### config.mk
export PLATFORM = sky130hd
export DESIGN_NAME = read_write_logic
export DESIGN_NICKNAME = d
export VERILOG_FILES = /design/src/rtl/read_write_logic.sv
export SDC_FILE = /design/constraint.sdc
export NUM_CORES = 1
export LEC_CHECK = 0
export ABC_CLOCK_PERIOD_IN_PS = 1700
export BUFFER_PORTS_ARGS = -buffer_cell sky130_fd_sc_hd__buf_4
export CORE_MARGIN = 5
export CORE_UTILIZATION = 54
export CTS_CLUSTER_DIAMETER = 100
export DETAILED_ROUTE_END_ITERATION = 10
export GPL_TIMING_DRIVEN = 0
export HOLD_SLACK_MARGIN = 0.15
export PLACE_DENSITY_LB_ADDON = 0.2
export SLEW_MARGIN = 15
export SYNTH_ARGS = -nofsm -noshare
export SYNTH_HDL_FRONTEND = slang
export SYNTH_SLANG_ARGS = --single-unit
### constraint.sdc
create_clock -name clk -period 1.7 [get_ports clk]
set_input_delay 0.17 -clock clk [delete_from_list [all_inputs] [get_ports clk]]
set_output_delay 0.17 -clock clk [all_outputs]
set_load 0.1 [all_outputs]
### src/rtl/read_write_logic.sv
// read_write_logic: 8259 bus front end that samples the pins, runs the ICW sequence and decodes each committed write.
// Ports:
//   clk, rst_n               clock, asynchronous active-low reset
//   CS, WR, RD, A0, D        processor bus pins (strobes active low)
//   ReadWriteinputData       byte of the last valid command
//   FlagFromRW               one-cycle command code (0..3 ICW1..4, 4..6 OCW1..3, 7 none)
//   read2controlRW           status read select (011 IMR, 001 IRR, 101 ISR, 000 none)
//   init_done                high while the init sequence is complete
module read_write_logic (
  input  logic       clk,
  input  logic       rst_n,
  input  logic       CS,
  input  logic       WR,
  input  logic       RD,
  input  logic       A0,
  input  logic [7:0] D,
  output logic [7:0] ReadWriteinputData,
  output logic [2:0] FlagFromRW,
  output logic [2:0] read2controlRW,
  output logic       init_done
);
  typedef enum logic [2:0] {IDLE, WAIT_ICW2, WAIT_ICW3, WAIT_ICW4, READY} state_t;
  state_t state, nxt;
  logic s_cs, s_wr, s_rd, s_a0, wr_d;
  logic [7:0] s_d, cap_d;
  logic cap_a0, cap_cs, sngl, ic4, ris;
  logic commit, icw1, rdy;
  logic [2:0] code;
  always_comb begin
    commit = ~wr_d & s_wr & cap_cs;
    icw1 = ~cap_a0 & cap_d[4];
    rdy = state == READY;
    // A0=0 non-ICW1 bytes have D[4]=0, so D[3] alone separates OCW2 from OCW3
    code = !commit ? 3'd7 : icw1 ? 3'd0 : !cap_a0 ? (rdy ? (cap_d[3] ? 3'd6 : 3'd5) : 3'd7) :
           state == WAIT_ICW2 ? 3'd1 : state == WAIT_ICW3 ? 3'd2 : state == WAIT_ICW4 ? 3'd3 : rdy ? 3'd4 : 3'd7;
    nxt = code == 3'd0 ? WAIT_ICW2 :
          code == 3'd1 ? (!sngl ? WAIT_ICW3 : ic4 ? WAIT_ICW4 : READY) :
          code == 3'd2 ? (ic4 ? WAIT_ICW4 : READY) :
          code == 3'd3 ? READY : state;
  end
  always_ff @(posedge clk or negedge rst_n) begin
    if (!rst_n) begin
      s_cs <= 1'b1;
      s_wr <= 1'b1;
      s_rd <= 1'b1;
      s_a0 <= 1'b0;
      s_d <= 8'h00;
      wr_d <= 1'b1;
      cap_d <= 8'h00;
      cap_a0 <= 1'b0;
      cap_cs <= 1'b0;
      state <= IDLE;
      sngl <= 1'b0;
      ic4 <= 1'b0;
      ris <= 1'b0;
      FlagFromRW <= 3'd7;
      ReadWriteinputData <= 8'h00;
      read2controlRW <= 3'b000;
      init_done <= 1'b0;
    end else begin
      s_cs <= CS;
      s_wr <= WR;
      s_rd <= RD;
      s_a0 <= A0;
      s_d <= D;
      wr_d <= s_wr;
      // CS qualification follows every WR-low cycle so a strobe with CS high never commits
      cap_cs <= s_wr ? cap_cs : ~s_cs;
      cap_d <= (~s_cs & ~s_wr) ? s_d : cap_d;
      cap_a0 <= (~s_cs & ~s_wr) ? s_a0 : cap_a0;
      state <= nxt;
      FlagFromRW <= code;
      ReadWriteinputData <= code != 3'd7 ? cap_d : ReadWriteinputData;
      init_done <= nxt == READY;
      sngl <= code == 3'd0 ? cap_d[1] : sngl;
      ic4 <= code == 3'd0 ? cap_d[0] : ic4;
      ris <= (code == 3'd6 && cap_d[1]) ? cap_d[0] : ris;
      read2controlRW <= (~s_cs & ~s_rd & s_wr) ? (s_a0 ? 3'b011 : {ris, 2'b01}) : 3'b000;
    end
  end
endmodule
==> impl_results.md <==
* Status: complete, no violations
* Chip height at 65.58 µm
* Min-Delay Path Class: in2async
* Critical path fanouts, max at 8
* Maximum number of pins on one net before global-route repair at 45
* Category of the worst setup path capture point: flip-flop
* Synthesized instance count at 115
* Io pins at 29
* Clock tree from TritonCTS: built
* Distinct cells, synth at 33
* Cell area after placement at 1919 µm²
* Maximum number of buffers from clock root to sink at 2
* Final count of pins violating max slew at 0
* Post-route antenna net violation count at 0
* F_max at 612.5 MHz
* Sequential share of the synthesized area at 0.6654
* Global-route wire length before repair at 5250 µm
* Standard cell core area at 3003 µm²
* Initial core utilization at 0.5554
* Layout cell share with drive strength beyond 1 at 0.4615
* Worst clock skew at 8.233 ps
* Rows at 20
* Shortest period the worst path allows at 1633 ps
* Width of the die at 65.58 µm
* Tightest Pin Transition at 824.6 ps
* Initial antenna violation count at 0
* Number of diodes at 0
* Number of detailed-route iterations in the first pass at 4
* Average footprint of a synthesized cell at 14.50 µm²
* Final Hold Viols at 0
* Top Family by Delay on Critical Path: flip-flops
* Worst Setup Start Kind: flip-flop
* Crit path largest cell delay at 480 ps
* Nets in the synthesized netlist at 129
* Iteration-0 DRC Markers at 120
* Via-to-Cell Ratio at 5.376
* Top cell type's share of synthesized area at 0.5551
* Total Die Area at 4300 µm²
* Top area cells in the synthesized netlist: dfrtp_1 56%, mux2_2 12%, dfstp_2 11%, nand2_1 1.6%, o21ai_0 1.5%
* Crit path DAT at 1880 ps
* RSZ-0062 raised after global routing: true
* Finish-stage setup viols at 0
* Pwr/cell area at 1713 nW/µm²
* Worst-case setup slack after placement at -37.69 ps
* Global Route Usage Sum at 0.1647
* Count of cell instances traversed by the critical path at 5
* YS warnings at 0
* Cell type with the largest total area after synthesis: dfrtp_1
* Worst reg-to-reg path cell count at 5
* H-tree levels at 2
* Clock edge transition at the registers on the reported setup and hold paths at 120 ps
* Least setup slack across all paths after layout at 67.39 ps
* # port buffers at 28
* Cell area after layout at 2208 µm²
* RePlAce Congestion at 0.8947
* Portion of the clock cycle consumed by the worst path in the final layout at 0.9604
* Synth Register Bits at 44
* Total half-perimeter wirelength after legalization and detailed placement at 1869 µm
* Mapped cell area at 1668 µm²
* Number of global-route vias before repair at 1084
* Final-layout setup total negative slack at 0 ps
* Worst path bufs/invs at 1
* Clk root buf: clkbuf_4
* Routed wire length at 2985 µm
* Required @ worst endpoint at 1940 ps
* Number of maximum-capacitance violations at 0
* Maximum VDD drop at 1.095 mV
* Via count at 1086
* Per-cell routed wire length at 14.78 µm
* Latest clock arrival within the worst-skew pair at 350 ps
* Type of the setup path with the least slack: reg2reg
* Worst path cell trace: or2b_4, o21a_4, a21oi_4, buf_12, mux2_2
* Remaining global-route overflow at 0
* Number of clock buffers inserted by TritonCTS at 5
* Area added between synthesis and finish at 32.41%
* Total number of clock tree sinks at 44
* Lkg Pwr at 0.0009823 µW
* Slowest stage cell on the critical path: dfrtp_2
* Drc violations at 0
* Fin nets at 182
* Relative slew slack at 0.4483
==> worst register-to-register path: stages, from the launching register on <==
cell and delay, ps:
dfrtp_2 480, or2b_4 300, o21a_4 150, a21oi_4 140
buf_12 140, mux2_2 330
==> final cells by class <==
cell class	count	area [µm²]
fillers	195	794.5
clock buffers	7	45.04
repair buffers	46	390.4
inverters	5	18.77
well taps	33	41.29
clock inverters	1	30.03
flip-flops and latches	44	1115
multi-input cells	66	568.0
==> placed cells by master (no fill, tap or decap), types with 2 or more instances in the layout <==
master,count
nor2_1,3
nand2_1,7
o31ai_1,2
dfstp_2,7
mux2_2,18
dfrtp_2,4
dfrtp_1,33
and3b_1,2
buf_4,32
nand3_1,3
o21ai_0,5
nand2b_1,2
clkbuf_1,2
inv_1,5
clkbuf_4,5
dlygate4sd3_1,13
==> report_power, final <==
part           internal, µW  switching [µW]  leakage (µW)
Sequential             1290             181      0.000516
Combinational           505            1180      0.000427
Clock                   312             315     0.0000395
==> metal layers <==
layer  global-route usage  up-vias  share of wire
met2               0.2680       35           0.51
met1               0.2020      535           0.42
li1                     -      511              -
met3              0.06154        5          0.063
met4              0.05440        0          0.015
met5                    0        -              0
==> synthesized netlist by cell type <==
cell / n
o21a_1: 2
nand3b_1: 1
and4bb_1: 1
a31oi_2: 1
and2_0: 1
o221a_2: 1
nor3b_1: 1
dfrtp_1: 37
nand2b_4: 1
inv_1: 5
mux2_2: 18
o211ai_1: 1
o31ai_1: 2
o21ai_0: 5
nor2b_1: 1
nor2_1: 4
mux2_1: 1
nand2b_1: 2
nor4_1: 1
a21oi_4: 1
or2b_4: 1
and3b_1: 2
nand2_1: 7
o31a_1: 1
and2_1: 1
a21oi_1: 1
dfstp_2: 7
mux2i_1: 1
nand3_1: 3
a41oi_1: 1
a211oi_2: 1
nor2_2: 1
and2b_1: 1
==> per-stage QoR <==
stage,util,power (µW),cells,hold slack (ps)
floorplan,-,2701,115,-125.6
global placement,0.6392,3022,176,180.3
detailed placement,0.6392,3057,176,190.5
CTS,0.7188,3739,199,340.6
global route,0.7354,3989,202,344.6
finish,0.7354,3783,202,321.1
==> sequential cells by signal (all words and copies together) (netlist names), 3 cells and up <==
| signal | cells |
|---|---|
| FlagFromRW | 3 |
| ReadWriteinputData | 8 |
| cap_d | 8 |
| read2controlRW | 3 |
| s_d | 8 |
| state | 3 |
==> kinds of logic after synthesis <==
logic type,synth area share
DFF,0.6654
and+or+nand+nor,0.1065
muxes,0.1343
AOI/OAI and AO/OA,0.08251
buffers and inverters,0.01125
==> worst paths after layout <==
check | startpoint | to | slack (ps)
min in group clk | D[5] | s_d[5]$_DFF_PN0_ | 450
max | cap_a0$_DFFE_PN0P_ | ReadWriteinputData[3]$_DFFE_PN0P_ | 70
max reg2reg | cap_a0$_DFFE_PN0P_ | ReadWriteinputData[3]$_DFFE_PN0P_ | 70
min | rst_n | read2controlRW[0]$_DFF_PN0_ | 320
max in group asynchronous | rst_n | cap_a0$_DFFE_PN0P_ | 980
min reg2reg | s_d[1]$_DFF_PN0_ | cap_d[1]$_DFFE_PN0P_ | 490
==> timing repair <==
| item | in CTS | in global routing |
|---|---|---|
| pin swaps | 2 | 2 |
| buffers inserted | 2 | 3 |
| endpoints found under the setup margin | 11 | 11 |
| endpoints found under the hold margin | 55 | 0 |
| hold buffers | 13 | 0 |
| resized for setup | 2 | 8 |
| gates cloned | 0 | 0 |
Power figures use the tool's default switching activity.
